**src/rtl/ram_burst_ctrl.sv**
```systemverilog
// Burst sequencer in front of a single-port RAM (comb read, sync write).
// Optional per-burst XOR checksum outputs when RAM_BURST_CHECKSUM_EN is defined.
module ram_burst_ctrl #(
  parameter int address_width = 4,
  parameter int data_width    = 8
) (
  input  logic                     clk,
  input  logic                     rst,
  input  logic                     cmd_valid,
  output logic                     cmd_ready,
  input  logic                     cmd_write,
  input  logic [address_width-1:0] cmd_base,
  input  logic [address_width-1:0] cmd_len,
  input  logic                     wr_valid,
  output logic                     wr_ready,
  input  logic [data_width-1:0]    wr_data,
  output logic                     rd_valid,
  input  logic                     rd_ready,
  output logic [data_width-1:0]    rd_data,
  output logic                     rd_last,
  output logic                     busy,
  output logic [address_width-1:0] ram_address,
  output logic [data_width-1:0]    ram_data_in,
  output logic                     ram_write_enable,
  input  logic [data_width-1:0]    ram_data_out
`ifdef RAM_BURST_CHECKSUM_EN
  ,
  output logic [data_width-1:0]    csum,
  output logic                     csum_valid
`endif
);

  typedef enum logic [1:0] {
    IDLE  = 2'd0,
    WRITE = 2'd1,
    READ  = 2'd2
  } state_t;

  typedef struct packed {
    logic [address_width-1:0] addr;
    logic [address_width-1:0] remaining;
  } burst_t;

  state_t state, state_nxt;
  burst_t burst, burst_nxt;

  always_ff @(posedge clk or posedge rst) begin
    if (rst) begin
      state <= IDLE;
      burst <= '0;
    end else begin
      state <= state_nxt;
      burst <= burst_nxt;
    end
  end

  // A handshaken beat advances the address (wrapping) and retires the burst on remaining==0.
  always_comb begin
    state_nxt        = state;
    burst_nxt        = burst;
    cmd_ready        = 1'b0;
    wr_ready         = 1'b0;
    rd_valid         = 1'b0;
    rd_last          = 1'b0;
    rd_data          = '0;
    ram_address      = '0;
    ram_data_in      = '0;
    ram_write_enable = 1'b0;
    case (state)
      IDLE: begin
        cmd_ready = 1'b1;
        if (cmd_valid) begin
          burst_nxt.addr      = cmd_base;
          burst_nxt.remaining = cmd_len;
          state_nxt           = cmd_write ? WRITE : READ;
        end
      end
      WRITE: begin
        wr_ready         = 1'b1;
        ram_address      = burst.addr;
        ram_data_in      = wr_data;
        ram_write_enable = wr_valid;
        if (wr_valid) begin
          burst_nxt.addr      = burst.addr + 1'b1;
          burst_nxt.remaining = burst.remaining - 1'b1;
          if (burst.remaining == '0) state_nxt = IDLE;
        end
      end
      READ: begin
        rd_valid    = 1'b1;
        ram_address = burst.addr;
        rd_data     = ram_data_out;
        rd_last     = (burst.remaining == '0);
        if (rd_ready) begin
          burst_nxt.addr      = burst.addr + 1'b1;
          burst_nxt.remaining = burst.remaining - 1'b1;
          if (burst.remaining == '0) state_nxt = IDLE;
        end
      end
      default: state_nxt = IDLE;
    endcase
  end

  assign busy = (state != IDLE);

`ifdef RAM_BURST_CHECKSUM_EN
  logic                  accept, beat, last_beat;
  logic [data_width-1:0] beat_data;

  assign accept    = (state == IDLE) && cmd_valid;
  assign beat      = ((state == WRITE) && wr_valid) || ((state == READ) && rd_ready);
  assign beat_data = (state == WRITE) ? wr_data : ram_data_out;
  assign last_beat = beat && (burst.remaining == '0);

  // csum_valid lands the cycle after the final beat, when csum already includes it.
  always_ff @(posedge clk or posedge rst) begin
    if (rst) begin
      csum       <= '0;
      csum_valid <= 1'b0;
    end else begin
      csum_valid <= last_beat;
      if (accept)    csum <= '0;
      else if (beat) csum <= csum ^ beat_data;
    end
  end
`endif

endmodule
```
**config.mk**
```make
export PLATFORM = sky130hd
export DESIGN_NAME = ram_burst_ctrl
export DESIGN_NICKNAME = d
export VERILOG_FILES = /design/src/rtl/ram_burst_ctrl.sv
export SDC_FILE = /design/constraint.sdc
export NUM_CORES = 1
export LEC_CHECK = 0
export ABC_AREA = 0
export CORE_UTILIZATION = 32
export DETAILED_ROUTE_END_ITERATION = 8
export GPL_TIMING_DRIVEN = 0
export HOLD_SLACK_MARGIN = 0.02
export PLACE_DENSITY = 0.75
export SYNTH_ARGS = -nofsm -noshare
export SYNTH_HDL_FRONTEND = slang
export SYNTH_SLANG_ARGS = --single-unit
```
**constraint.sdc**
```tcl
create_clock -name clk -period 1.5 [get_ports clk]
set_input_delay 0.3 -clock clk [delete_from_list [all_inputs] [get_ports clk]]
set_output_delay 0.3 -clock clk [all_outputs]
set_load 0.01 [all_outputs]
```
==> results of run 1 <==
## layout by cell type, fill, tap and decap left out, drive strengths merged, types with 2 or more instances in the layout
| cell type | n |
|---|---|
| dfrtp | 10 |
| buf | 46 |
| clkdlybuf4s50 | 29 |
| ha | 7 |
| o22a | 3 |
| and2 | 21 |
| inv | 8 |
| nand4b | 2 |
| a21oi | 4 |
| nor2 | 4 |
| o21ai | 6 |
| mux2i | 3 |
| nand2b | 4 |
| nor2b | 2 |
| clkbuf | 5 |
| nand3 | 2 |
| o31ai | 2 |
| nand2 | 9 |
## layer usage
metal | vias to the layer above | wire (um) | track usage
met5 | - | 0 | 0
met4 | 0 | 59 | 0.0658
met3 | 7 | 226 | 0.0348
met2 | 53 | 1640 | 0.411
met1 | 491 | 1150 | 0.232
li1 | 490 | - | -
## state kept, by name, indices dropped and copies added (netlist names)
name   flops
state      2
burst      8
## cell type report
| class | count | area share |
|---|---|---|
| timing repair buffer | 74 | 0.391 |
| inverter | 8 | 0.0167 |
| tap | 30 | 0.0208 |
| clock buffer | 4 | 0.0201 |
| buffer | 2 | 0.0146 |
| sequential | 10 | 0.139 |
| multi-input combinational | 77 | 0.398 |
## per-stage QoR
stage,utilization,cell area [um^2],power (W),cells
after CTS,0.655,1610,0.00324,203
after global placement,0.577,1420,0.00236,182
after floorplan,-,830,0.00168,97
after detailed placement,0.577,1420,0.00241,182
final,0.734,1800,0.00377,205
after global routing,0.734,1800,0.00402,205
## worst paths after layout
check                                startpoint              endpoint  slack (ns)
max                        state[1]$_DFFE_PP0P_        ram_address[1]       -0.20
min                                         rst  burst[7]$_DFFE_PP0P_        0.30
max reg2reg                state[0]$_DFFE_PP0P_  burst[6]$_DFFE_PP0P_       -0.12
min reg2reg                burst[0]$_DFFE_PP0P_  burst[0]$_DFFE_PP0P_        0.53
max in group asynchronous                   rst  burst[3]$_DFFE_PP0P_        0.92
min in group clk           burst[0]$_DFFE_PP0P_  burst[0]$_DFFE_PP0P_        0.53
## Yosys cell counts (all sizes together)
cell and count:
a221oi 1, nand2 9, nand3 2, nor3b 1
nand2b 4, dfrtp 10, nor2 4, ha 7
a211o 1, buf 2, and2 21, nor3 1
clkbuf 1, and3 1, nand4 1, o21ai 6
o31ai 2, mux2i 3, a21oi 4, inv 8
or3 1, nand4b 1, o22a 3, o32ai 1
nor2b 2
## timing repair
item,CTS,global route
hold endpoints to repair,0,0
buffers inserted,16,4
resized for setup,133,48
gates cloned,2,0
pin swaps,7,14
endpoints found under the setup margin,36,35
## worst reg2reg max path, stage by stage, from the launching register on
cell      delay (ns)
dfrtp_1         0.40
buf_6           0.13
ha_4            0.18
buf_6           0.13
nand2b_4        0.10
nand4b_4        0.18
buf_6           0.19
o22a_1          0.21
## power by group through the flow
stage / registers (W) / logic, W / clock network (W)
global route: 0.000583 / 0.00317 / 0.000269
detailed placement: 0.000552 / 0.00186 / 0
floorplan: 0.000516 / 0.00116 / 0
CTS: 0.000548 / 0.00244 / 0.000255
finish: 0.000564 / 0.00296 / 0.000252
global placement: 0.000545 / 0.00181 / 0
## kinds of logic after synthesis
| kind of cell | share of synthesized area |
|---|---|
| simple gates | 0.345 |
| fa+ha+maj | 0.106 |
| flops | 0.303 |
| compound gates | 0.148 |
| mux | 0.0364 |
| buf+inv | 0.0606 |
==> impl_metrics.env, run 1 <==
export IMPL_yosys_register_bits=10
export IMPL_worst_path_stages=5
export IMPL_synth_area_um2=826
export IMPL_slowest_delay_ns=0.40
export IMPL_holdBufCountCts=0
export IMPL_antenna_cells=0
export IMPL_overflow=0
export IMPL_cts_max_level=1
export IMPL_drive_gt1_frac=0.514
export IMPL_dpl_hpwl_um=1800
export IMPL_clock_fmax_mhz=587
export IMPL_final_period_minus_worst_setup_slack_ns=1.70
export IMPL_clk_pin_slew_ns=0.07
export IMPL_path_class="flip-flop to output pin"
export IMPL_clock_sinks=10
export IMPL_syn_avg_cell_area_um2=8.51
export IMPL_period_share=1.14
export IMPL_die_height_um=52.8
export IMPL_synthesis_nets=134
export IMPL_cp_max_fo=5
export IMPL_finalHoldWorstSlack_ns=0.299
export IMPL_cts_root_buf="clkbuf_4"
export IMPL_initial_core_util=0.336
export IMPL_power_density_nw_per_um2=2090
export IMPL_io_buffers=55
export IMPL_synth_area_top_cells="dfrtp_1 (30%), and2_1 (16%), ha_1 (11%)"
export IMPL_rsz0062_at_grt="yes"
export IMPL_slew_viol_final=0
export IMPL_synth_largest_area_cell="dfrtp_1"
export IMPL_multi_input_area_um2=717
export IMPL_firstDrtPassIters=4
export IMPL_synth_top_cell_area_share=0.303
export IMPL_antenna_found_initial=0
export IMPL_cts_made_buffers=3
export IMPL_swShare=0.415
export IMPL_report_final_hold_viol_count=0
export IMPL_syn_to_final_growth_pct=118
export IMPL_pwr_share_clk=0.067
export IMPL_status="complete, but fails checks"
export IMPL_grt_pass1_wl_um=4270
export IMPL_ant_nets=0
export IMPL_wirelength_um=3070
export IMPL_grt_total_usage=0.213
export IMPL_p_switching_w=0.00156
export IMPL_worst_ep_arrival_time_ns=1.40
export IMPL_hp_class="input port to asynchronous set/reset pin"
export IMPL_p_leak_nw=0.839
export IMPL_slowest_stage="dfrtp_1"
export IMPL_rows=18
export IMPL_wl_per_cell_um=15.0
export IMPL_r2r_cells=7
export IMPL_fin_nets=213
export IMPL_setup_viol=29
export IMPL_cts_tree="done"
export IMPL_drv_cap=0
export IMPL_drtIter0Drc=22
export IMPL_place_ws_ns=-0.501
export IMPL_relSlewSlack=0.740
export IMPL_via_per_inst=5.08
export IMPL_syn_inst=97
export IMPL_regArea_um2=250
export IMPL_drc=0
export IMPL_peakVddDrop_v=0.00167
export IMPL_via_count=1041
export IMPL_violations="negative setup slack"
export IMPL_crit_path_start_kind="flip-flop"
export IMPL_die_area_um2=2790
export IMPL_synth_cell_types=29
export IMPL_power_share_combinational=0.784
export IMPL_cp_cell_sequence="inv_2 -> ha_4 -> buf_8 -> and2_4 -> buf_6"
export IMPL_pwr_share_seq=0.150
export IMPL_grt_max_degree=12
export IMPL_coreArea_um2=2450
export IMPL_cp_required_ns=1.20
export IMPL_grt_pass1_vias=961
export IMPL_gp_congestion=0.703
export IMPL_cts_max_path_buffers=2
export IMPL_crit_path_end_kind="output pin"
export IMPL_clk_latency_ns=0.28
export IMPL_layout_setup_ws_ns=-0.203
export IMPL_die_width_um=52.8
export IMPL_synth_seq_area_share=0.303
export IMPL_nFillCells=168
export IMPL_cp_top_family="flip-flops"
export IMPL_io_pins=56
export IMPL_finClkSkew_ns=0.00140
export IMPL_synth_warnings=0
export IMPL_worst_pin_slew_ns=0.390
export IMPL_power_internal_w=0.00221
export IMPL_cp_num_buf_inv=3
export IMPL_setup_tns_ns=-3.69
Power figures use the tool's default switching activity.
==> inputs of run 2 (changes only) <==
- CELL_PAD_IN_SITES_DETAIL_PLACEMENT: not set -> 2
- CELL_PAD_IN_SITES_GLOBAL_PLACEMENT: not set -> 2
- CORE_UTILIZATION: 32 -> 16
- PLACE_DENSITY: 0.75 -> 0.72
==> run 2 against run 1 <==
Effect of this change: the flow still finishes with violations (negative setup slack); die area increased by 96%; worst setup slack got worse by 0.015 ns; first-iteration DRC count decreased by 82%; wire length increased by 30%; critical path depth increased by 1; sequential power increased by 3.7%.
==> impl_metrics.env, run 2 (synthesized netlist as in run 1, its figures left out) <==
export IMPL_status="complete, but fails checks"
export IMPL_violations="negative setup slack"
export IMPL_coreArea_um2=4850
export IMPL_cts_tree="done"
export IMPL_multi_input_area_um2=691
export IMPL_layout_cells_non_filler=244
export IMPL_cts_root_buf="clkbuf_8"
export IMPL_io_buffers=55
export IMPL_layout_setup_ws_ns=-0.218
export IMPL_via_per_inst=4.21
export IMPL_crit_path_end_kind="output pin"
export IMPL_antenna_cells=0
export IMPL_slowest_stage="dfrtp_2"
export IMPL_final_cell_mix="clkdlybuf4s50_1 (29), buf_6 (26), and2_4 (12), buf_4 (11), buf_2 (10)"
export IMPL_finClkSkew_ns=0.00238
export IMPL_syn_to_final_growth_pct=127
export IMPL_slowest_delay_ns=0.45
export IMPL_largest_reg_flops=8
export IMPL_cts_max_level=1
export IMPL_layout_commonest_cell="clkdlybuf4s50_1"
export IMPL_rsz0062_at_grt="yes"
export IMPL_cts_made_buffers=3
export IMPL_setup_viol=33
export IMPL_holdBufCountCts=0
export IMPL_grt_total_usage=0.136
export IMPL_grt_pass1_vias=1125
export IMPL_grt_pass1_wl_um=5420
export IMPL_fin_nets=216
export IMPL_period_share=1.15
export IMPL_drive_gt1_frac=0.525
export IMPL_cp_max_fo=6
export IMPL_io_pins=56
export IMPL_firstDrtPassIters=3
export IMPL_die_area_um2=5450
export IMPL_clock_fmax_mhz=582
export IMPL_grt_max_degree=11
export IMPL_setup_tns_ns=-4.79
export IMPL_placedCellCount=219
export IMPL_nFillCells=534
export IMPL_die_width_um=73.8
export IMPL_slew_viol_final=0
export IMPL_cp_top_family="flip-flops"
export IMPL_r2r_start="state[0]$_DFFE_PP0P_"
export IMPL_drv_cap=0
export IMPL_p_leak_nw=0.849
export IMPL_cp_cell_sequence="inv_4 -> buf_6 -> ha_4 -> buf_12 -> and2_4 -> buf_6"
export IMPL_cp_required_ns=1.20
export IMPL_rows=25
export IMPL_wirelength_um=4000
export IMPL_clk_latency_ns=0.23
export IMPL_drc=0
export IMPL_top_regs="burst x8, state x2"
export IMPL_regMostFlops="burst"
export IMPL_cp_num_buf_inv=4
export IMPL_power_density_nw_per_um2=2170
export IMPL_regArea_um2=251
export IMPL_gp_congestion=0.820
export IMPL_antenna_found_initial=0
export IMPL_report_final_hold_viol_count=0
export IMPL_peakVddDrop_v=0.000920
export IMPL_relSlewSlack=0.727
export IMPL_dpl_hpwl_um=2530
export IMPL_worst_ep_arrival_time_ns=1.42
export IMPL_overflow=0
export IMPL_crit_path_start_kind="flip-flop"
export IMPL_clock_sinks=10
export IMPL_initial_core_util=0.170
export IMPL_cts_max_path_buffers=2
export IMPL_worst_pin_slew_ns=0.409
export IMPL_path_class="flip-flop to output pin"
export IMPL_via_count=1028
export IMPL_crit_top_cell="buf_6"
export IMPL_drtIter0Drc=4
export IMPL_die_height_um=73.8
export IMPL_final_period_minus_worst_setup_slack_ns=1.72
export IMPL_critical_path_startpoint="state[0]$_DFFE_PP0P_"
export IMPL_ant_nets=0
export IMPL_clk_pin_slew_ns=0.05
export IMPL_hp_class="input port to asynchronous set/reset pin"
export IMPL_wl_per_cell_um=16.4
run 2: cell type report:
class	instances	share of cell area
plain buffers	3	0.0167
repair buffers	77	0.397
multi-input cells	76	0.368
clock buffers	3	0.0220
well taps	67	0.0447
flip-flops and latches	10	0.134
inverters	8	0.0173
run 2: layer usage:
layer | part of all wire | track usage | vias to the layer above
met1 | 0.33 | 0.125 | 497
met3 | 0.058 | 0.0274 | 4
met2 | 0.60 | 0.288 | 40
li1 | - | - | 487
met5 | 0 | 0 | -
met4 | 0.0082 | 0.0449 | 0
run 2: metrics by stage:
stage          worst slack (ns)  total power, W  hold WS [ns]   util  cell area [um^2]
5_1_grt                  -0.266         0.00435         0.405  0.387              1880
6_report                 -0.218         0.00406         0.357  0.387              1880
3_5_place_dp             -0.569         0.00253         0.525  0.302              1460
4_1_cts                  -0.195         0.00358         0.370  0.357              1730
3_3_place_gp             -0.515         0.00240         0.494  0.302              1460
2_1_floorplan          -0.00750         0.00168         0.140      -               830
run 2: timing repair:
item                       CTS  global route
pin swaps                   14            10
setup buffers               17             4
setup endpoints to repair   36            36
cloned                       1             0
gates resized for setup    144            33
run 2: where the power goes:
| part | total (W) | internal (W) | switching, W |
|---|---|---|---|
| logic | 0.00320 | 0.00177 | 0.00143 |
| clock network | 0.000276 | 0.000175 | 0.000101 |
| registers | 0.000585 | 0.000416 | 0.000168 |
run 2: final timing paths:
check / endpoint / slack [ns] / cells past startpoint
min in group clk: burst[3]$_DFFE_PP0P_ / 0.55 / 1
worst max-delay path: rd_data[0] / -0.22 / 6
worst min-delay path: burst[2]$_DFFE_PP0P_ / 0.36 / 2
worst max register to register: burst[0]$_DFFE_PP0P_ / -0.18 / 8
worst min register to register: burst[3]$_DFFE_PP0P_ / 0.55 / 1
max in group asynchronous: state[0]$_DFFE_PP0P_ / 0.83 / 2
run 2: worst reg2reg max path, cell delays in order (launching register included):
cell and delay (ns):
dfrtp_2 0.45, buf_6 0.14, ha_4 0.16, buf_6 0.12
nand2b_4 0.08, nand4b_4 0.19, buf_6 0.20, o21ai_2 0.14
o31ai_2 0.09
==> inputs of run 3 (changes only) <==
- CORE_MARGIN: not set -> 5
==> run 3 against run 2 <==
Effect of this change: the run still ends with negative setup slack left; total power is 11% lower; global-route usage is 2.0 points lower; clock-buffer cell count stayed put; sequential cell count stayed put; maximum frequency is 3.1% higher; die area is 23% higher; first-iteration DRC count is 75% higher; hold slack better by 0.0064 ns; sequential power is 2% lower; utilization is 3.4 points lower; sequential share of layout area is 0.58 points higher; final cell count is 1.2% lower; critical endpoint is now ram_address[0]; largest power group unchanged.
==> impl_metrics.env, run 3 (synthesized netlist as in run 1, its figures left out) <==
export IMPL_status="complete, but fails checks"
export IMPL_violations="negative setup slack"
export IMPL_r2r_start="state[0]$_DFFE_PP0P_"
export IMPL_gr_usage_met2=0.233
export IMPL_cts_made_buffers=3
export IMPL_pwr_share_clk=0.076
export IMPL_die_area_um2=6700
export IMPL_dpl_hpwl_um=2890
export IMPL_clock_fmax_mhz=600
export IMPL_wl_per_cell_um=16.6
export IMPL_grt_pass1_vias=1139
export IMPL_power_share_combinational=0.766
export IMPL_drive_gt1_frac=0.503
export IMPL_top_regs="burst x8, state x2"
export IMPL_cp_required_ns=1.20
export IMPL_io_buffers=55
export IMPL_r2r_end="burst[7]$_DFFE_PP0P_"
export IMPL_holdBufCountCts=0
export IMPL_grt_pass1_wl_um=5890
export IMPL_rsz0062_at_grt="yes"
export IMPL_fin_nets=210
export IMPL_clk_pin_slew_ns=0.05
export IMPL_grt_total_usage=0.117
export IMPL_power_internal_w=0.00210
export IMPL_cts_tree="done"
export IMPL_peakVddDrop_v=0.000690
export IMPL_antenna_found_initial=0
export IMPL_slowest_stage="dfrtp_1"
export IMPL_largest_reg_flops=8
export IMPL_report_final_hold_viol_count=0
export IMPL_io_pins=56
export IMPL_gp_congestion=0.739
export IMPL_cts_max_level=1
export IMPL_cp_top_family="flip-flops"
export IMPL_cp_max_fo=5
export IMPL_ant_nets=0
export IMPL_layout_cells_non_filler=241
export IMPL_syn_to_final_growth_pct=117
export IMPL_cp_num_buf_inv=3
export IMPL_worst_pin_slew_ns=0.422
export IMPL_grt_util_met1=0.119
export IMPL_period_share=1.11
export IMPL_crit_path_end_kind="output pin"
export IMPL_clock_sinks=10
export IMPL_place_area_um2=1470
export IMPL_antenna_cells=0
export IMPL_die_width_um=81.8
export IMPL_finClkSkew_ns=0.000639
export IMPL_multi_input_area_um2=692
export IMPL_overflow=0
export IMPL_p_switching_w=0.00152
export IMPL_die_height_um=81.8
export IMPL_nFillCells=575
export IMPL_regArea_um2=250
export IMPL_crit_path_start_kind="flip-flop"
export IMPL_rows=26
export IMPL_cts_root_buf="clkbuf_8"
export IMPL_slowest_delay_ns=0.40
export IMPL_wirelength_um=4000
export IMPL_total_power_w=0.00362
export IMPL_final_cell_mix="clkdlybuf4s50_1 (29), buf_6 (22), and2_4 (18), buf_4 (12), dfrtp_1 (10)"
export IMPL_final_period_minus_worst_setup_slack_ns=1.67
export IMPL_coreArea_um2=5070
export IMPL_drtIter0Drc=7
export IMPL_final_cell_area_um2=1790
export IMPL_r2r_cells=6
export IMPL_layout_setup_ws_ns=-0.166
export IMPL_layout_commonest_cell="clkdlybuf4s50_1"
export IMPL_top_usage_layer="met2"
export IMPL_relSlewSlack=0.718
export IMPL_worst_ep_arrival_time_ns=1.37
export IMPL_firstDrtPassIters=4
export IMPL_clk_latency_ns=0.23
export IMPL_drc=0
export IMPL_cp_cell_sequence="inv_2 -> ha_4 -> buf_8 -> and2_4 -> buf_6"
export IMPL_grt_max_degree=12
export IMPL_grt_use_met3=0.0274
export IMPL_initial_core_util=0.163
export IMPL_via_per_inst=4.11
export IMPL_placedCellCount=222
export IMPL_regMostFlops="burst"
export IMPL_slew_viol_final=0
export IMPL_rrSetupSlack_ns=-0.07
export IMPL_hp_class="input port to asynchronous set/reset pin"
export IMPL_swShare=0.420
export IMPL_cts_max_path_buffers=2
export IMPL_p_leak_nw=0.814
export IMPL_setup_viol=28
export IMPL_finalHoldWorstSlack_ns=0.364
export IMPL_fin_util=0.353
export IMPL_via_count=990
export IMPL_path_class="flip-flop to output pin"
export IMPL_drv_cap=0
export IMPL_power_density_nw_per_um2=2020
export IMPL_pwr_share_seq=0.158
## run 3: cell count changes in the layout (fill, tap and decap cells not counted), sizes merged
cell    before  now
clkbuf       4    5
nand4b       1    2
buf         50   42
## run 3: worst max path at each step
stage,cells after the start,from,to
floorplan,7,state[1]$_DFFE_PP0P_,burst[4]$_DFFE_PP0P_
global placement,5,state[1]$_DFFE_PP0P_,ram_address[0]
detailed placement,5,state[0]$_DFFE_PP0P_,ram_address[0]
CTS,5,state[1]$_DFFE_PP0P_,ram_address[0]
global route,5,state[0]$_DFFE_PP0P_,ram_address[3]
finish,5,state[0]$_DFFE_PP0P_,ram_address[0]
## run 3: metal layers
layer / up-vias / wire length (um)
met1: 476 / 1480
met5: - / 0
met4: 0 / 24
li1: 480 / -
met2: 32 / 2220
met3: 2 / 273
## run 3: layout make-up
cell class,instances,area share
multi-input cells,77,0.387
repair buffers,71,0.370
flip-flops and latches,10,0.140
well taps,70,0.0490
clock buffers,3,0.0231
inverters,8,0.0168
plain buffers,2,0.0147
## run 3: stage by stage
stage / worst slack [ns] / setup TNS (ns)
2_1_floorplan: -0.00750 / -0.00750
3_3_place_gp: -0.530 / -9.01
3_5_place_dp: -0.566 / -11.29
4_1_cts: -0.185 / -2.59
5_1_grt: -0.220 / -4.65
6_report: -0.166 / -2.62
## run 3: what timing repair did
action / CTS / global route
endpoints found under the setup margin: 36 / 35
setup buffers: 11 / 4
endpoints found under the hold margin: 0 / 0
gates cloned: 2 / 0
gates resized for setup: 129 / 42
pin swaps: 5 / 3
## run 3: power groups by stage
stage               sequential [W]  combinational [W]  clock, W
global placement          0.000547            0.00187         0
detailed placement        0.000567            0.00199         0
finish                    0.000571            0.00277  0.000273
CTS                       0.000562            0.00247  0.000290
floorplan                 0.000516            0.00116         0
global route              0.000596            0.00301  0.000306
